### src/rtl/dpram_fifo_pkg.sv
// ============================================================================
// dpram_fifo_pkg : shared widths and types for the dual-port-RAM FIFO controller
// Rev 1.0
// ============================================================================
`default_nettype none

package dpram_fifo_pkg;

    localparam int AW    = 8;
    localparam int DW    = 8;
    localparam int DEPTH = 2 ** AW;

    typedef logic [AW-1:0] addr_t;
    typedef logic [DW-1:0] data_t;
    typedef logic [AW:0]   lvl_t;

endpackage

`default_nettype wire

### src/rtl/dpram_fifo_ptr.sv
// ============================================================================
// dpram_fifo_ptr : wrapping RAM pointer plus occupancy counter (cnt' = cnt+inc-dec)
// Rev 1.0
// ============================================================================
`default_nettype none

module dpram_fifo_ptr
    import dpram_fifo_pkg::*;
#(
    parameter bit PTR_ON_INC = 1'b1    // 1: pointer follows inc, 0: pointer follows dec
) (
    input  logic  clk,
    input  logic  rst_n,
    input  logic  inc,
    input  logic  dec,
    output addr_t ptr,
    output lvl_t  cnt
);

    addr_t r_ptr;
    lvl_t  r_cnt;
    logic  w_adv;

    assign w_adv = PTR_ON_INC ? inc : dec;

    always_ff @(posedge clk or negedge rst_n) begin
        if (!rst_n) begin
            r_ptr <= '0;
            r_cnt <= '0;
        end else begin
            r_ptr <= r_ptr + addr_t'(w_adv);
            r_cnt <= r_cnt + lvl_t'(inc) - lvl_t'(dec);
        end
    end

    assign ptr = r_ptr;
    assign cnt = r_cnt;

endmodule

`default_nettype wire

### src/rtl/dpram_fifo_ctrl.sv
// ============================================================================
// dpram_fifo_ctrl : single-clock FIFO controller driving an 8-bit dual-port RAM
// Optional sticky overflow/underflow flags: define DPRAM_FIFO_CTRL_ERR_EN
// Rev 1.0
// ============================================================================
`default_nettype none

module dpram_fifo_ctrl
    import dpram_fifo_pkg::*;
(
    input  logic  clk,
    input  logic  rst_n,
`ifdef DPRAM_FIFO_CTRL_ERR_EN
    input  logic  err_clr,
    output logic  ovf_err,
    output logic  udf_err,
`endif
    input  logic  wr_valid,
    output logic  wr_ready,
    input  data_t wr_data,
    output logic  rd_valid,
    input  logic  rd_ready,
    output data_t rd_data,
    output lvl_t  level,
    output addr_t ram_a1,
    output data_t ram_wd1,
    output logic  ram_we1,
    output addr_t ram_a2,
    output data_t ram_wd2,
    output logic  ram_we2,
    input  data_t ram_dout2
);

    logic  w_push;
    logic  w_pop;
    logic  r_push_d1;
    addr_t w_wr_ptr;
    addr_t w_rd_ptr;
    lvl_t  w_vis_cnt;

    // Gated by rst_n so both handshakes are quiet for the whole reset pulse.
    assign wr_ready = rst_n & (level != lvl_t'(DEPTH));
    assign rd_valid = rst_n & (w_vis_cnt != '0);
    assign w_push   = wr_valid & wr_ready;
    assign w_pop    = rd_valid & rd_ready;

    dpram_fifo_ptr #(.PTR_ON_INC(1'b1)) u_wr_side (
        .clk   (clk),
        .rst_n (rst_n),
        .inc   (w_push),
        .dec   (w_pop),
        .ptr   (w_wr_ptr),
        .cnt   (level)
    );

    // A word only counts as readable once the RAM's registered write has landed.
    always_ff @(posedge clk or negedge rst_n) begin
        if (!rst_n) r_push_d1 <= 1'b0;
        else        r_push_d1 <= w_push;
    end

    dpram_fifo_ptr #(.PTR_ON_INC(1'b0)) u_rd_side (
        .clk   (clk),
        .rst_n (rst_n),
        .inc   (r_push_d1),
        .dec   (w_pop),
        .ptr   (w_rd_ptr),
        .cnt   (w_vis_cnt)
    );

    assign ram_a1  = w_wr_ptr;
    assign ram_wd1 = wr_data;
    assign ram_we1 = w_push;
    // Read address is pre-advanced so the registered RAM address tracks rd_ptr.
    assign ram_a2  = w_rd_ptr + addr_t'(w_pop);
    assign ram_wd2 = '0;
    assign ram_we2 = 1'b0;
    assign rd_data = ram_dout2;

`ifdef DPRAM_FIFO_CTRL_ERR_EN
    always_ff @(posedge clk or negedge rst_n) begin
        if (!rst_n) begin
            ovf_err <= 1'b0;
            udf_err <= 1'b0;
        end else if (err_clr) begin
            ovf_err <= 1'b0;
            udf_err <= 1'b0;
        end else begin
            if (wr_valid && !wr_ready) ovf_err <= 1'b1;
            if (rd_ready && !rd_valid) udf_err <= 1'b1;
        end
    end
`endif

endmodule

`default_nettype wire
### config.mk
export PLATFORM = sky130hd
export DESIGN_NAME = dpram_fifo_ctrl
export DESIGN_NICKNAME = d
export VERILOG_FILES = /design/src/rtl/dpram_fifo_pkg.sv /design/src/rtl/dpram_fifo_ptr.sv /design/src/rtl/dpram_fifo_ctrl.sv
export SDC_FILE = /design/constraint.sdc
export NUM_CORES = 1
export LEC_CHECK = 0
export ABC_AREA = 1
export CAP_MARGIN = 30
export CORE_MARGIN = 1.5
export CORE_UTILIZATION = 48
export DETAILED_ROUTE_END_ITERATION = 10
export MAX_ROUTING_LAYER = met4
export PLACE_DENSITY_LB_ADDON = 0.25
export SYNTH_ARGS = -nofsm -noshare
export SYNTH_HDL_FRONTEND = slang
export SYNTH_SLANG_ARGS = --single-unit
export TNS_END_PERCENT = 30
### constraint.sdc
create_clock -name clk -period 3.5 [get_ports clk]
set_clock_uncertainty 0.2 [all_clocks]
set_input_delay 0.35 -clock clk [delete_from_list [all_inputs] [get_ports clk]]
set_output_delay 0.35 -clock clk [all_outputs]
set_load 0.03 [all_outputs]
# After elaboration in Yosys (flattened, before gate mapping)
# Cells that the tools add are included.
# Widths: inputs -> output; s select.
[totals] ff_bits=35 inputBits=20 output_inout_bits=53 word_cells=17
[classes] add_sub_neg=6 eq_ne=1 n_bitwise=4 n_reduce_logical=1
[op_table] cell="$add 9x1->9" count=2
[op_table] cell="$sub 9x1->9" count=2
[op_table] cell="$add 8x1->8" count=2
[op_table] cell="$ne 9x9->1 const B" count=1
[op_table] cell="$reduce_bool 9->1" count=1
[op_table] cell="$and 1x1->1" count=4

# Longest topological paths before layout
# Gate-level depths: netlist (run 1).
[logic_depth] depth_word=5 depth_mapped=19 mapped_depth_nobuf=19

# Modules after synthesis
# From an unflattened synthesis (run 1), not the netlist that was laid out.
[unflattened] hier_cells=319 hier_area_um2=2512.4
[modules_own_cells] module="dpram_fifo_ptr" n_inst=2 cells_per_inst=119 area_each_um2=1014.7 seq_area_each_um2=425.4
[modules_own_cells] module="dpram_fifo_ctrl" n_inst=1 cells_per_inst=81 area_each_um2=483.0 seq_area_each_um2=25.0

# Least setup slack after synthesis (run 1)
# No wires, ideal clock.
[synth_timing] path_kind="flip-flop to flip-flop" start="register u_wr_side.r_cnt[6], in the netlist u_wr_side.cnt[6]" end="register u_wr_side.r_cnt[8], in the netlist u_wr_side.cnt[8]" setup_time_ns=0.117 t_arrival_ns=2.650 required_ns=3.183 setup_slack_ns=0.533 stages_incl_launch_ff=17 n_path_buf=0 synth_period_minus_slack_ns=2.967 path_cell_list="dfrtp_1 inv_1 ha_1 nand2_1 nor3_1 nand3_1 nand2_1 nor2_1 ha_1 inv_1 fa_1 inv_1 nand2_1 nand2_2 nand3_2 nand3_1 nand2_1"
[synth_between] elab_chain_cells=5
[synth_rtl] item="from (decl)" line="dpram_fifo_ptr.sv:21" text="lvl_t r_cnt;"
[synth_rtl] item="from (signal assigned)" line="dpram_fifo_ptr.sv:32" text="r_cnt <= r_cnt + lvl_t'(inc) - lvl_t'(dec);"
[synth_rtl] item="$ne 9x9->1" line="dpram_fifo_ctrl.sv:42" text="assign wr_ready = rst_n & (level != lvl_t'(DEPTH));"
[synth_rtl] item="$and 1x1->1" line="dpram_fifo_ctrl.sv:42"
[synth_rtl] item="$and 1x1->1" line="dpram_fifo_ctrl.sv:44" text="assign w_push = wr_valid & wr_ready;"
[synth_rtl] item="net ram_we1" line="dpram_fifo_ctrl.sv:27" text="output logic ram_we1,"
[synth_rtl] item="$add 9x1->9" line="dpram_fifo_ptr.sv:32"
[synth_rtl] item="$sub 9x1->9" line="dpram_fifo_ptr.sv:32"
# The timed path passes the listed nets, and every way through them passes these cells.

# Final worst setup path (run 1)
[layout_timing] start="register u_rd_side.r_cnt[4], in the netlist u_rd_side.cnt[4]" end="output ram_a2[2]"
[layout_between] elab_chain_cells=4
[layout_rtl] item="from (decl)" line="dpram_fifo_ptr.sv:21"
[layout_rtl] item="from (signal assigned)" line="dpram_fifo_ptr.sv:32"
[layout_rtl] item="$reduce_bool 9->1" line="dpram_fifo_ctrl.sv:43" text="assign rd_valid = rst_n & (w_vis_cnt != '0);"
[layout_rtl] item="$and 1x1->1" line="dpram_fifo_ctrl.sv:43"
[layout_rtl] item="$and 1x1->1" line="dpram_fifo_ctrl.sv:45" text="assign w_pop = rd_valid & rd_ready;"
[layout_rtl] item="$add 8x1->8" line="dpram_fifo_ctrl.sv:75" text="assign ram_a2 = w_rd_ptr + addr_t'(w_pop);"
[layout_rtl] item="to (decl)" line="dpram_fifo_ctrl.sv:28" text="output addr_t ram_a2,"
# No other way between the ends.

==> PnR_summary.wiki, run 1 <==
{| class="wikitable"
! Metric !! Value
|-
| Type of the worst min-delay path || in -> async
|-
| Total area of sequential cells || 876 sq um
|-
| Reg clk slew, reported paths || 0.08 ns
|-
| Kind of critical path || reg -> out
|-
| Antenna violations before repair || 0
|-
| HPWL after detailed placement || 3120 um
|-
| Drc violations || 0
|-
| Leftover overflow at the end of global routing || 0
|-
| RD Place Congestion || 0.814
|-
| Diodes inserted || 0
|-
| Number of cell rows || 25
|-
| Power density over the cells || 1150 mW/mm^2
|-
| Die area || 0.00548 sq mm
|-
| Synth Warn # || 0
|-
| EDFF count, synth || 0
|-
| Multi-input logic area || 0.00116 sq mm
|-
| Max-slew violation count || 0
|-
| Most common library cells after synthesis || sky130_fd_sc_hd__nand2_1 (57), sky130_fd_sc_hd__inv_1 (56), sky130_fd_sc_hd__dfrtp_1 (35)
|-
| Later-pin clock latency in the skew report || 0.28 ns
|-
| Number of filler instances in the final layout || 423
|-
| Core ar. || 0.00479 sq mm
|-
| Pleak || 1.54 nW
|-
| I/O Pins || 73
|-
| Number of global-route vias before repair || 1641
|-
| TritonCTS clock tree || done
|-
| Unique cell type count in the Yosys netlist || 22
|-
| Sequential cell area fraction in the yosys report || 36.2%
|-
| Average cell area after synthesis || 8.52 sq um
|-
| First-pass GRT wire length || 6950 um
|-
| Die extent in x || 74.0 um
|-
| Initial core utilization || 50.6%
|-
| Overall Global Routing Usage || 16.8%
|-
| Worst Reg2Reg Path Length in Cells || 18
|-
| Number of optimization iterations in the first detailed-route pass || 4
|-
| Share of post-route cells with drive strength above 1 || 12.4%
|-
| Area Growth Syn to Fin || 13.7%
|-
| Fin nets || 356
|-
| Top post-synthesis cells by area || sky130_fd_sc_hd__dfrtp_1 (36%), sky130_fd_sc_hd__ha_1 (14%), sky130_fd_sc_hd__nand2_1 (8.8%)
|-
| Number of routed nets with antenna violations || 0
|-
| Highest fanout seen on the critical path || 3
|-
| Min cycle time layout || 3.21 ns
|-
| CTS buffer count || 5
|-
| Vias per std cell || 4.36
|-
| Summed instance area of the synthesized netlist || 0.00242 sq mm
|-
| Pin count of the biggest net entering global routing || 36
|-
| RSZ-0062 raised after global routing || no
|-
| Arrival time at the worst endpoint || 2.66 ns
|-
| Maximum buffer depth of the clock tree || 2
|-
| Failing checks || hold timing
|-
| Outcome || finished, violations left
|-
| Buffers added on ports || 31
|-
| Buffers inserted during post-CTS setup optimization || 0
|-
| Cell area after placement || 0.00266 sq mm
|-
| Count of maximum capacitance violations || 0
|-
| Peak VDD IR || 0.532 mV
|-
| Aggregate negative setup slack || 0 ns
|-
| Fraction of synthesis flops using an asynchronous set or reset pin || 100%
|-
| Final worst-path cycle share || 91.7%
|-
| Number of vias after detailed routing || 1629
|-
| Crit path required time || 2.95 ns
|-
| Max Clk Rate || 312 MHz
|-
| Per-cell routed wire length || 10.6 um
|-
| Setup violators final || 0
|-
| Top cell type's share of synthesized area || 36.2%
|-
| Height of the die || 74.0 um
|-
| Most numerous cell in the Yosys netlist || sky130_fd_sc_hd__nand2_1
|-
| Synth Register Bits || 35
|-
| Most instantiated flip-flop cell in the synthesis netlist || sky130_fd_sc_hd__dfrtp_1
|-
| DRT iter0 DRCs || 56
|-
| Most area-hungry cell type in the Yosys netlist || sky130_fd_sc_hd__dfrtp_1
|-
| CTS sink count || 35
|-
| Launching element type of the critical path || register
|-
| WL final || 3980 um
|-
| Gate count after technology mapping || 284
|-
| H-tree depth || 2
|-
| Min Hold Slack || -0.0217 ns
|-
| Cell chosen for the clock root || sky130_fd_sc_hd__clkbuf_8
|-
| Layout Cell Area excl Fill || 0.00275 sq mm
|-
| Capturing element type of the critical path || primary output
|-
| Count of final hold-check violations || 35
|}
[cell type report]
| cell class | instances | area share (%) |
|---|---|---|
| clock buffer | 5 | 2.50 |
| clock inverter | 3 | 0.727 |
| tap | 67 | 3.04 |
| timing repair buffer | 32 | 11.5 |
| sequential | 35 | 31.8 |
| multi-input combinational | 171 | 42.1 |
| inverter | 61 | 8.31 |
[sequential cells by signal, indices dropped and copies added, names as in the netlist]
register       count
r_push_d1          1
u_rd_side.cnt      9
u_rd_side.ptr      8
u_wr_side.cnt      9
u_wr_side.ptr      8
[placed cells by master (no fill, tap or decap), types with 4 or more instances in the layout]
master / synthesis / final
sky130_fd_sc_hd__dfrtp_1: 35 / 35
sky130_fd_sc_hd__ha_1: 28 / 28
sky130_fd_sc_hd__nor2_1: 10 / 10
sky130_fd_sc_hd__nor2_2: 4 / 4
sky130_fd_sc_hd__nand3_2: 4 / 4
sky130_fd_sc_hd__nand2_1: 57 / 57
sky130_fd_sc_hd__clkdlybuf4s50_1: 0 / 26
sky130_fd_sc_hd__nand3_1: 16 / 16
sky130_fd_sc_hd__clkbuf_8: 0 / 5
sky130_fd_sc_hd__inv_1: 56 / 56
sky130_fd_sc_hd__inv_2: 5 / 5
sky130_fd_sc_hd__nand2_2: 7 / 7
sky130_fd_sc_hd__xor2_1: 10 / 10
sky130_fd_sc_hd__conb_1: 1 / 9
sky130_fd_sc_hd__xnor2_1: 10 / 10
[metrics by stage]
stage	power (mW)	hold WS, ns	util (%)	instances	worst slack (ns)
3_5_place_dp	2.89	0.259	55.5	366	0.383
2_1_floorplan	2.38	-0.146	-	292	0.533
6_report	3.16	-0.0217	57.5	374	0.291
4_1_cts	3.20	0.00285	57.4	374	0.0613
5_1_grt	3.50	0.0248	57.5	374	0.106
3_3_place_gp	2.85	0.263	55.5	366	0.443
[critical path, cell delays in order, from the launching register on]
cell and delay, ns:
sky130_fd_sc_hd__dfrtp_1 0.35, sky130_fd_sc_hd__inv_1 0.06, sky130_fd_sc_hd__ha_1 0.18, sky130_fd_sc_hd__nand2_1 0.06, sky130_fd_sc_hd__nor3_1 0.04, sky130_fd_sc_hd__nand3_1 0.07
sky130_fd_sc_hd__nand2_1 0.07, sky130_fd_sc_hd__nor2_1 0.22, sky130_fd_sc_hd__ha_1 0.25, sky130_fd_sc_hd__ha_1 0.20, sky130_fd_sc_hd__xor2_1 0.18, sky130_fd_sc_hd__clkdlybuf4s50_1 0.69
[cells by family (layout without fill, tap and decap cells)]
family                   Yosys count  after routing  share of synthesized area (%)
AND/OR/NAND/NOR                  106            106                           20.8
buffers and inverters             86            101                           17.2
flip-flops                        35             35                           36.2
adder cells (fa/ha/maj)           30             30                           16.1
XOR/XNOR                          20             20                           7.23
AO/OA/AOI/OAI                      6              6                           2.33
other                              1              9                          0.155
[routing by layer]
metal	vias to the layer above	share of wire, %	track usage, %
li1	858	-	-
met1	735	49	22.5
met5	-	0	-
met3	2	4.2	3.93
met2	34	46	26.3
met4	0	0.28	3.09
[worst paths after layout]
kind	from	end	slack, ns
setup / recovery	u_rd_side.cnt[4]$_DFF_PN0_	ram_a2[2]	0.29
hold reg to reg	u_rd_side.ptr[7]$_DFF_PN0_	u_rd_side.ptr[7]$_DFF_PN0_	0.27
setup reg to reg	u_rd_side.cnt[4]$_DFF_PN0_	u_rd_side.cnt[8]$_DFF_PN0_	0.74
hold / removal	rst_n	u_rd_side.cnt[6]$_DFF_PN0_	-0.02
min in group clk	rst_n	r_push_d1$_DFF_PN0_	0.22
max in group asynchronous	rst_n	u_wr_side.cnt[8]$_DFF_PN0_	2.80
[timing repair]
item | in CTS | in global routing
gates resized for setup | 0 | 3
endpoints found under the hold margin | 0 | 0
hold buffers | 0 | 0
setup endpoints to repair | 0 | 3
[power by group]
part           switching (mW)  total [mW]  internal [mW]
registers               0.148       0.756          0.607
clock network           0.157       0.296          0.139
logic                    1.26        2.11          0.847
No activity file was read; power rests on OpenSTA's default activity.
==> run 2: changes to the inputs <==
CAP_MARGIN = default   (was 30)
REMOVE_ABC_BUFFERS = 1   (was default)
==> PnR_summary.wiki, run 2 (synthesis gave the netlist of run 1 again) <==
{| class="wikitable"
! Metric !! Value
|-
| Outcome || completed
|-
| Gate family responsible for the most delay along the worst path || buffers and inverters
|-
| Highest fanout seen on the critical path || 3 (unchanged)
|-
| Number of cell rows || 25 (unchanged)
|-
| Number of routed nets with antenna violations || 0 (unchanged)
|-
| Leftover overflow at the end of global routing || 0 (unchanged)
|-
| Setup violators final || 0 (unchanged)
|-
| DRT iter0 DRCs || 49 (-13%)
|-
| Cell with the most instances on the worst path || sky130_fd_sc_hd__ha_1
|-
| Count of final hold-check violations || 0 (-100%)
|-
| Aggregate negative setup slack || 0 ns (unchanged)
|-
| Launching element type of the critical path || register
|-
| Maximum buffer depth of the clock tree || 2 (unchanged)
|-
| Share of post-route cells with drive strength above 1 || 11.7% (-0.69 points)
|-
| Crit path required time || 2.95 ns (about the same)
|-
| Arrival time at the worst endpoint || 2.67 ns (about the same)
|-
| Critical-path cell with the highest stage delay || sky130_fd_sc_hd__clkdlybuf4s50_1
|-
| TritonCTS clock tree || done
|-
| Pleak || 1.55 nW (+0.40%)
|-
| CTS buffer count || 5 (unchanged)
|-
| First-pass GRT wire length || 7220 um (+4.0%)
|-
| Number of filler instances in the final layout || 454 (+7.3%)
|-
| Area Growth Syn to Fin || 13.8% (about the same)
|-
| Diodes inserted || 0 (unchanged)
|-
| Type of the worst min-delay path || reg -> reg
|-
| CTS sink count || 35 (unchanged)
|-
| Die extent in x || 74.0 um (unchanged)
|-
| Utilization of the core after routing || 57.6% (about the same)
|-
| Height of the die || 74.0 um (unchanged)
|-
| Highest-count cells in the layout ignoring fill and taps || sky130_fd_sc_hd__nand2_1 (57), sky130_fd_sc_hd__inv_1 (56), sky130_fd_sc_hd__dfrtp_1 (35)
|-
| Final worst-path cycle share || 92.0% (+0.30 points)
|-
| Pin count of the biggest net entering global routing || 37 (+2.8%)
|-
| Core ar. || 0.00479 sq mm (unchanged)
|-
| Hold Crit Depth || 1
|-
| Power density over the cells || 1140 mW/mm^2 (-0.62%)
|-
| RD Place Congestion || 0.802 (-1.4%)
|-
| Capturing element type of the critical path || primary output
|-
| Fin nets || 357 (+0.28%)
|-
| Drc violations || 0 (unchanged)
|-
| Worst path depth || 11 (unchanged)
|-
| Cell chosen for the clock root || sky130_fd_sc_hd__clkbuf_8
|-
| Min cycle time layout || 3.22 ns (+0.0105 ns)
|-
| Per-cell routed wire length || 11.1 um (+4.3%)
|-
| Number of global-route vias before repair || 1630 (-0.67%)
|-
| Reg clk slew, reported paths || 0.07 ns (about the same)
|-
| Antenna violations before repair || 0 (unchanged)
|-
| HPWL after detailed placement || 3290 um (+5.6%)
|-
| Number of optimization iterations in the first detailed-route pass || 6 (+2)
|-
| Max Clk Rate || 311 MHz (-0.33%)
|-
| Number of vias after detailed routing || 1666 (+2.3%)
|-
| H-tree depth || 2 (unchanged)
|-
| CP bufs+invs || 2 (unchanged)
|-
| Max-slew violation count || 0 (unchanged)
|-
| RSZ-0062 raised after global routing || no
|-
| Initial core utilization || 50.6% (unchanged)
|-
| Peak VDD IR || 0.693 mV (+30%)
|-
| Overall Global Routing Usage || 18.2% (+1.4 points)
|-
| Kind of critical path || reg -> out
|-
| Worst Reg2Reg Path Length in Cells || 18 (unchanged)
|-
| Later-pin clock latency in the skew report || 0.28 ns (about the same)
|-
| Peak per-stage delay on the critical path || 0.70 ns (about the same)
|-
| Count of maximum capacitance violations || 0 (unchanged)
|-
| I/O Pins || 73 (unchanged)
|-
| Buffers added on ports || 31 (unchanged)
|-
| Commonest non-fill, non-tap cell in the layout || sky130_fd_sc_hd__nand2_1
|-
| Vias per std cell || 4.44 (+2.0%)
|-
| CP cell instances || inv_1 > ha_1 > nand2_1 > nor3_1 > nand3_1 > nand2_1 > nor2_1 > ha_1 > ha_1 > xor2_1 > clkdlybuf4s50_1
|-
| Die area || 0.00548 sq mm (unchanged)
|-
| WL final || 4160 um (+4.6%)
|}
-- run 2: per-stage QoR --
stage               std cells  cell area (sq um)  setup slack, ns  hold WS (ns)  power (mW)
floorplan                 267               2260            0.533        -0.146        2.34
global placement          366               2660            0.429         0.248        2.86
detailed placement        366               2660            0.390         0.241        2.89
CTS                       375               2750            0.103         0.278        3.19
global route              375               2760           0.0590         0.299        3.49
finish                    375               2760            0.281         0.271        3.15
-- run 2: path summary, 6_finish.rpt --
| kind | slack [ns] | to | start |
|---|---|---|---|
| max in group asynchronous | 2.34 | u_rd_side.ptr[7]$_DFF_PN0_ | rst_n |
| hold / removal | 0.27 | u_rd_side.ptr[7]$_DFF_PN0_ | u_rd_side.ptr[7]$_DFF_PN0_ |
| min in group asynchronous | 0.44 | u_rd_side.cnt[3]$_DFF_PN0_ | rst_n |
| hold reg to reg | 0.27 | u_rd_side.ptr[7]$_DFF_PN0_ | u_rd_side.ptr[7]$_DFF_PN0_ |
| setup / recovery | 0.28 | ram_a2[2] | u_rd_side.cnt[4]$_DFF_PN0_ |
| setup reg to reg | 0.70 | u_rd_side.cnt[6]$_DFF_PN0_ | u_rd_side.cnt[4]$_DFF_PN0_ |
-- run 2: final cells by class --
class                   instances  area [sq um]  share of cell area (%)
multi-input cells             171          1160                    42.0
flip-flops and latches         35           876                    31.8
repair buffers                 33           328                    11.9
inverters                      61           229                    8.31
well taps                      67          83.8                    3.04
clock buffers                   7          76.3                    2.77
clock inverters                 1          5.00                   0.182
-- run 2: report_power, final --
group	switching, mW	internal, mW
Sequential	0.148	0.608
Combinational	1.26	0.847
Clock	0.141	0.140
Total	1.55	1.59
-- run 2: metal layers --
| metal | vias to the layer above | track usage (%) | share of wire [%] |
|---|---|---|---|
| met5 | - | - | 0 |
| met4 | 0 | 7.00 | 1.6 |
| met3 | 7 | 7.18 | 7.4 |
| met2 | 46 | 25.2 | 42 |
| met1 | 755 | 23.8 | 49 |
| li1 | 858 | - | - |
-- run 2: what timing repair did --
item                                   4_1_cts  5_1_grt
gates resized for setup                      0        3
endpoints found under the hold margin       35        0
setup endpoints to repair                    0        3
setup buffers                                0        0
hold buffers                                 1        0
==> run 3: changes to the inputs <==
CORE_MARGIN = 2   (was 1.5)
==> PnR_summary.wiki, run 3 (synthesis gave the netlist of run 1 again) <==
{| class="wikitable"
! Metric !! Value
|-
| Outcome || completed
|-
| CP startpoint || u_rd_side.cnt[4]$_DFF_PN0_
|-
| Diodes inserted || 0 (unchanged)
|-
| Min Hold Slack || 0.273 ns (+0.00230 ns)
|-
| Multi-input logic area || 0.00116 sq mm (unchanged)
|-
| Number of filler instances in the final layout || 435 (-4.2%)
|-
| Number of global-route vias before repair || 1723 (+5.7%)
|-
| Share of post-route cells with drive strength above 1 || 12.3% (+0.65 points)
|-
| HPWL after detailed placement || 3520 um (+6.9%)
|-
| Max-slew violation count || 0 (unchanged)
|-
| Buffers inserted during post-CTS setup optimization || 0 (unchanged)
|-
| Utilization of the core after routing || 58.7% (+1.2 points)
|-
| Number of routed nets with antenna violations || 0 (unchanged)
|-
| Leftover overflow at the end of global routing || 0 (unchanged)
|-
| Launching element type of the critical path || register
|-
| Drc violations || 0 (unchanged)
|-
| Cell area after placement || 0.00266 sq mm (unchanged)
|-
| Initial core utilization || 50.6% (unchanged)
|-
| Highest fanout seen on the critical path || 3 (unchanged)
|-
| RD Place Congestion || 0.930 (+16%)
|-
| Peak VDD IR || 0.631 mV (-8.9%)
|-
| Worst Reg2Reg Path Length in Cells || 18 (unchanged)
|-
| RSZ-0062 raised after global routing || no
|-
| Setup crit end || ram_a2[2]
|-
| Count of final hold-check violations || 0 (unchanged)
|-
| Later-pin clock latency in the skew report || 0.29 ns (about the same)
|-
| Count of maximum capacitance violations || 0 (unchanged)
|-
| Post-route setup slack || 0.217 ns (-0.0641 ns)
|-
| Setup violators final || 0 (unchanged)
|-
| Min cycle time layout || 3.28 ns (+0.0641 ns)
|-
| Die extent in x || 75.0 um (+1.4%)
|-
| Number of vias after detailed routing || 1681 (+0.90%)
|-
| Fin cells || 375 (unchanged)
|-
| Number of optimization iterations in the first detailed-route pass || 4 (-2)
|-
| Number of cell rows || 25 (unchanged)
|-
| Area Growth Syn to Fin || 16.1%
|-
| Core ar. || 0.00479 sq mm (unchanged)
|-
| Final worst-path cycle share || 93.8% (+1.8 points)
|-
| Maximum buffer depth of the clock tree || 2 (unchanged)
|-
| Beginning of the worst register-to-register path || u_rd_side.cnt[4]$_DFF_PN0_
|-
| First-pass GRT wire length || 7780 um (+7.6%)
|-
| Highest-count cells in the layout ignoring fill and taps || sky130_fd_sc_hd__nand2_1 (57), sky130_fd_sc_hd__inv_1 (56), sky130_fd_sc_hd__dfrtp_1 (35)
|-
| Die area || 0.00563 sq mm (+2.7%)
|-
| Reg clk slew, reported paths || 0.08 ns (about the same)
|-
| Fin nets || 357 (unchanged)
|-
| TritonCTS clock tree || done
|-
| Terminus of the critical flop-to-flop path || u_rd_side.cnt[8]$_DFF_PN0_
|-
| Placed Cells incl. Taps || 366 (unchanged)
|-
| Pleak || 1.57 nW (+1.4%)
|-
| I/O Pins || 73 (unchanged)
|-
| Capturing element type of the critical path || primary output
|-
| CTS buffer count || 5 (unchanged)
|-
| Layout Cell Area excl Fill || 0.00281 sq mm (+2.0%)
|-
| CTS sink count || 35 (unchanged)
|-
| Type of the worst min-delay path || reg -> reg
|-
| Cell chosen for the clock root || sky130_fd_sc_hd__clkbuf_8
|-
| Post-placement worst setup slack || 0.340 ns (-0.0507 ns)
|-
| Kind of critical path || reg -> out
|-
| Per-cell routed wire length || 12.2 um (+9.9%)
|-
| Total power || 3.34 mW (+6.2%)
|-
| Antenna violations before repair || 0 (unchanged)
|-
| Vias per std cell || 4.48 (+0.90%)
|-
| Crit path required time || 2.95 ns (about the same)
|-
| Total area of sequential cells || 876 sq um (unchanged)
|-
| DRT iter0 DRCs || 50 (+2.0%)
|-
| Height of the die || 75.0 um (+1.4%)
|-
| WL final || 4580 um (+9.9%)
|-
| Setup slack of the worst register-to-register path || 0.61 ns (-0.09 ns)
|-
| Overall Global Routing Usage || 19.3% (+1.1 points)
|-
| Aggregate negative setup slack || 0 ns (unchanged)
|-
| Arrival time at the worst endpoint || 2.73 ns (+0.06 ns)
|-
| Commonest non-fill, non-tap cell in the layout || sky130_fd_sc_hd__nand2_1
|-
| Power density over the cells || 1190 mW/mm^2 (+4.1%)
|-
| Max Clk Rate || 305 MHz (-2.0%)
|-
| H-tree depth || 2 (unchanged)
|-
| Buffers added on ports || 31 (unchanged)
|-
| Pin count of the biggest net entering global routing || 37 (unchanged)
|}
==> run 3: critical path, stage by stage (launching register included) <==
cell and delay (ns):
sky130_fd_sc_hd__dfrtp_1 0.36, sky130_fd_sc_hd__inv_1 0.06, sky130_fd_sc_hd__ha_1 0.18, sky130_fd_sc_hd__nand2_1 0.06, sky130_fd_sc_hd__nor3_1 0.04, sky130_fd_sc_hd__nand3_1 0.08
sky130_fd_sc_hd__nand2_1 0.06, sky130_fd_sc_hd__nor2_1 0.27, sky130_fd_sc_hd__ha_1 0.26, sky130_fd_sc_hd__ha_1 0.19, sky130_fd_sc_hd__xor2_1 0.18, sky130_fd_sc_hd__clkdlybuf4s50_1 0.71
==> run 3: how the worst min path moves through the flow <==
stage | startpoint | endpoint | slack [ns] | cells past startpoint
after detailed placement | rst_n | u_rd_side.cnt[3]$_DFF_PN0_ | 0.24 | 2
after floorplan | rst_n | r_push_d1$_DFF_PN0_ | -0.15 | 0
after global routing | u_rd_side.ptr[7]$_DFF_PN0_ | u_rd_side.ptr[7]$_DFF_PN0_ | 0.30 | 1
after CTS | u_rd_side.ptr[7]$_DFF_PN0_ | u_rd_side.ptr[7]$_DFF_PN0_ | 0.28 | 1
final | u_rd_side.ptr[7]$_DFF_PN0_ | u_rd_side.ptr[7]$_DFF_PN0_ | 0.27 | 1
after global placement | rst_n | u_rd_side.cnt[3]$_DFF_PN0_ | 0.25 | 2
==> run 3: final cells by class <==
| type | count | share of cell area [%] |
|---|---|---|
| multi-input combinational | 171 | 41.2 |
| timing repair buffer | 33 | 11.7 |
| inverter | 61 | 8.14 |
| clock buffer | 5 | 2.45 |
| clock inverter | 3 | 2.40 |
| sequential | 35 | 31.2 |
| tap | 67 | 2.98 |
==> run 3: layer usage <==
| layer | GRT usage, % | routed length (um) | vias to the layer above |
|---|---|---|---|
| met5 | - | 0 | - |
| met4 | 7.74 | 88 | 0 |
| met3 | 7.10 | 332 | 9 |
| met2 | 25.9 | 1900 | 57 |
| met1 | 26.2 | 2260 | 754 |
| li1 | - | - | 861 |
==> run 3: timing repair <==
item	4_1_cts	5_1_grt
resized for setup	0	3
hold endpoints to repair	35	0
setup endpoints to repair	0	3
hold buffers	1	0
==> run 3: where the power goes <==
group	switching [mW]	internal, mW	leakage (nW)
clock	0.157	0.284	0.0644
combinational	1.29	0.849	1.08
sequential	0.158	0.607	0.425
total	1.60	1.74	1.57
==> RTL change 1 (flow settings as in run 2) <==
Add a define of `DPRAM_FIFO_CTRL_ERR_EN`.
--- a/src/rtl/dpram_fifo_ctrl.sv
+++ b/src/rtl/dpram_fifo_ctrl.sv
@@ -5,4 +5,6 @@
 // ============================================================================
 `default_nettype none
+
+`define DPRAM_FIFO_CTRL_ERR_EN
 
 module dpram_fifo_ctrl
Interface: changed (added err_clr, ovf_err and udf_err); port bits go from 73 to 76. No check against the original RTL was run, so the function may have changed too.
==> RTL change 1 against run 2 <==
  * Setup slack gained 0.063 ns
  * Wire length grew 6.9%
  * Synthesized area shrank 0.31%
  * Sequential power grew 4.8%
  * Power shrank 1.6%
  * Clock power grew 34%
  * Critical path type is now in -> out
  * Final area grew 2.0%
  * Sequential cell count grew 2
==> RTL change 1: results (changes against run 2) <==
stage,metric,value,unit,change
outcome,status,"complete, no violations",,
global_routing,gr-usage-all-layers,0.184,,+0.00191
pwr,clkPwrFrac,0.121,,+0.032
place,place_congestion,0.829,,+3.4%
finish,inv_count,53,,-13%
finish,buf_share,0.128,,+0.00924
finish,fin_nets,345,,-3.4%
global_routing,grt_max_degree,21,,-43%
pwr,p_int,1610,uW,+0.75%
min_path,hp-class,in -> async,,
finish,final_cells,365,,-2.7%
global_routing,grt_pass1_wl,7.24,mm,+0.19%
finish,multi_input_gates,163,,-4.7%
finish,final.fill_count,442,,-2.6%
pwr,ir_drop,0.543,mV,-22%
place,place.detailed.hpwl,3.39,mm,+2.9%
drt,detail_route.vias_per_cell,4.71,,+6.1%
synth,seq_area_frac_synth,0.384,,+0.0219
finish,seq_share,0.329,,+0.0116
finish,synthToLayoutAreaGrowth,16.5,%,
pwr,pwr_density_cell,1100,nW/um2,-3.5%
finish,num-nonclk-buffers,37,,+12%
pwr,combPwrFrac,0.623,,-0.048
global_routing,grt_pass1_vias,1548,,-5.0%
synth,syn_avg_cell_area,8.94,um2,+4.9%
drt,drt_iter0_drc,75,,+53%
timing,min_period_over_period,0.902,,-0.0180
-- RTL change 1: what timing repair did --
item / CTS / global route
endpoints found under the hold margin: 23 / 0
buffers inserted: 0 / 0
hold buffers: 1 / 0
-- RTL change 1: routing by layer --
| metal | part of all wire | track usage | vias up |
|---|---|---|---|
| met2 | 0.40 | 0.223 | 54 |
| met3 | 0.074 | 0.0823 | 6 |
| met1 | 0.51 | 0.263 | 794 |
| met5 | 0 | - | - |
| li1 | - | - | 866 |
| met4 | 0.014 | 0.0679 | 0 |
-- RTL change 1: worst max-delay path: stages --
cell and delay [ns]:
dlygate4sd3_1 0.52, buf_2 0.22, nand3_4 0.15, nor2_4 0.13, ha_1 0.23, nand3_1 0.11, xor2_1 0.19, clkdlybuf4s50_1 0.70
-- RTL change 1: logic make-up after synthesis --
| logic type | synth area share |
|---|---|
| and+or+nand+nor | 0.175 |
| AOI/OAI and AO/OA | 0.0575 |
| xor gates and xnor gates | 0.0762 |
| DFF | 0.384 |
| buffers and inverters | 0.160 |
| other | 0.00155 |
| adders and majority gates | 0.146 |
-- RTL change 1: worst paths after layout --
| path | startpoint | endpoint | cells past startpoint |
|---|---|---|---|
| max in group asynchronous | rst_n | u_rd_side.cnt[6]$_DFF_PN0_ | 3 |
| setup reg to reg | u_wr_side.cnt[4]$_DFF_PN0_ | u_wr_side.cnt[8]$_DFF_PN0_ | 14 |
| setup / recovery | rst_n | ram_a2[6] | 8 |
| hold reg to reg | u_wr_side.ptr[7]$_DFF_PN0_ | u_wr_side.ptr[7]$_DFF_PN0_ | 1 |
| hold / removal | rst_n | u_rd_side.ptr[1]$_DFF_PN0_ | 2 |
| min in group clk | u_wr_side.ptr[7]$_DFF_PN0_ | u_wr_side.ptr[7]$_DFF_PN0_ | 1 |
==> RTL change 2 (config.mk and constraints of run 2) <==
Without the edit above. Put a register stage on the output `level`, without a reset. The value now appears one clock later. The other outputs are not delayed to match.
--- a/src/rtl/dpram_fifo_ctrl.sv
+++ b/src/rtl/dpram_fifo_ctrl.sv
@@ -32,4 +32,6 @@
 );
 
+    lvl_t level_d;
+
     logic  w_push;
     logic  w_pop;
@@ -40,5 +42,5 @@
 
     // Gated by rst_n so both handshakes are quiet for the whole reset pulse.
-    assign wr_ready = rst_n & (level != lvl_t'(DEPTH));
+    assign wr_ready = rst_n & (level_d != lvl_t'(DEPTH));
     assign rd_valid = rst_n & (w_vis_cnt != '0);
     assign w_push   = wr_valid & wr_ready;
@@ -51,5 +53,5 @@
         .dec   (w_pop),
         .ptr   (w_wr_ptr),
-        .cnt   (level)
+        .cnt   (level_d)
     );
 
@@ -93,4 +95,8 @@
 `endif
 
+    always_ff @(posedge clk) begin
+        level <= level_d;
+    end
+
 endmodule
 
Function: changed (Yosys sat finds a counterexample within 4 cycles, from zero or initial values and one cycle with rst_n low).
==> RTL change 2 against run 2 <==
  * Die area grew 7.1%
  * Wire length rose by 5.7%
  * Setup slack better by 0.025 ns
  * Critical path depth stayed put
  * Power up 8.3%
  * Sequential cell count up 9
  * Critical path type unchanged
  * Non-clock buffer count unchanged
  * Synthesized area increased by 7.4%
  * Final area is 7.7% higher
==> RTL change 2: results (changes against run 2) <==
stage,metric,value,unit,change
clock_tree,root_buffer,clkbuf_8,,
critical_path,arrival,2.64,ns,-0.03 ns
finish,drive_gt1_frac,0.117,,-0.000164
pwr,ir_drop,0.591,mV,-15%
critical_path,endpoint,ram_a2[3],,
synth,async_flop_share,0.795,,-0.205
drt,wirelength,4.40,mm,+5.7%
pwr,p_int,1820,uW,+14%
global_routing,grt_pass1_wl,7.61,mm,+5.3%
critical_path,r2r_end,u_wr_side.cnt[8]$_DFF_PN0_,,
drt,first_pass_iters,4,,-2
synth,synth.distinct_cells,23,,+4.5%
place,place_congestion,0.841,,+4.8%
drt,wl_per_cell,11.4,um,+2.4%
global_routing,grt_max_degree,36,,-2.7%
place,dp_cells,378,,+3.3%
global_routing,antenna_found_initial,0,,unchanged
synth,synth_commonest_cells,"nand2_1 (57), inv_1 (56), dfrtp_1 (35), ha_1 (28), buf_4 (25)",,
drt,detail_route.vias_per_cell,4.47,,+0.56%
global_routing,grt_pass1_vias,1672,,+2.6%
outcome,status,"complete, no violations",,
synth,synth_cells,293,,+3.2%
critical_path,startpoint_type,flop,,
drt,drt_iter0_drc,70,,+43%
synth,seq_area_frac_synth,0.406,,+0.0442
critical_path,r2r_setup_slack,0.67,ns,-0.03 ns
pwr,power.leakage,0.00165,uW,+6.4%
place,place.detailed.hpwl,3.42,mm,+3.9%
global_routing,gr-usage-all-layers,0.171,,-0.0114
timing,finalHoldViolCount,0,,unchanged
finish,fin_nets,366,,+2.5%
synth,ys_top_cells_by_area,"dfrtp_1 (34%), ha_1 (13%), nand2_1 (8.2%)",,
finish,final.fill_count,486,,+7.0%
RTL change 2: cell types whose count changed after synthesis, sizes merged:
cell	before	now
dfxtp	0	9
RTL change 2: per-layer routing:
layer | global-route usage | vias to the layer above | part of all wire
met5 | - | - | 0
met4 | 0.0444 | 0 | 0.0066
met3 | 0.0647 | 4 | 0.070
met2 | 0.244 | 46 | 0.43
met1 | 0.227 | 787 | 0.49
li1 | - | 892 | -
RTL change 2: kinds of logic (layout without fill, tap and decap cells):
group,count (synthesis),in the layout,synth area share
other cells,1,9,0.00144
flops,44,44,0.406
simple gates,106,106,0.193
fa+ha+maj,30,30,0.150
xor+xnor,20,20,0.0673
buf+inv,86,102,0.160
compound gates,6,6,0.0216
RTL change 2: timing repair:
item | 4_1_cts | 5_1_grt
gates resized for setup | 0 | 4
hold endpoints to repair | 35 | 0
endpoints found under the setup margin | 0 | 4
hold buffers | 1 | 0
RTL change 2: power by group through the flow:
stage	clock network, uW	registers [uW]	logic (uW)
6_report	378	921	2110
5_1_grt	419	959	2380
4_1_cts	394	926	2140
3_5_place_dp	0	934	2120
3_3_place_gp	0	931	2100
2_1_floorplan	0	1080	1430
RTL change 2: how the worst min path moves through the flow:
stage                                           from                   to  slack [ns]  cells past startpoint
after floorplan                                rst_n  r_push_d1$_DFF_PN0_       -0.15                      0
after global placement    u_wr_side.cnt[6]$_DFF_PN0_     level[6]$_DFF_P_        0.18                      0
after detailed placement  u_wr_side.cnt[5]$_DFF_PN0_     level[5]$_DFF_P_        0.18                      0
after CTS                 u_wr_side.cnt[5]$_DFF_PN0_     level[5]$_DFF_P_        0.20                      0
after global routing      u_wr_side.cnt[6]$_DFF_PN0_     level[6]$_DFF_P_        0.22                      0
final                     u_wr_side.cnt[5]$_DFF_PN0_     level[5]$_DFF_P_        0.20                      0
RTL change 2: critical path: stages, from the launching register on:
cell and delay [ns]:
dfrtp_1 0.35, inv_1 0.06, ha_1 0.18, nand2_1 0.07
nor3_1 0.04, nand3_1 0.06, nand2_1 0.06, nor2_1 0.27
ha_1 0.25, nand3_2 0.09, xor2_1 0.20, clkdlybuf4s50_1 0.71
RTL change 2: cell type report:
cell class                      count  area (um2)  area share
Clock buffer                        6        72.6      0.0244
Multi-Input combinational cell    171        1160       0.390
Tap cell                           70        87.6      0.0295
Sequential cell                    44        1060       0.356
Clock inverter                      2        35.0      0.0118
Inverter                           61         229      0.0771
Timing Repair Buffer               33         330       0.111
RTL change 2: per-stage QoR:
step / instance area, um2 / worst slack, ns
floorplan: 2440 / 0.788
global placement: 2840 / 0.446
detailed placement: 2840 / 0.381
CTS: 2960 / 0.0648
global route: 2970 / 0.0793
finish: 2970 / 0.306
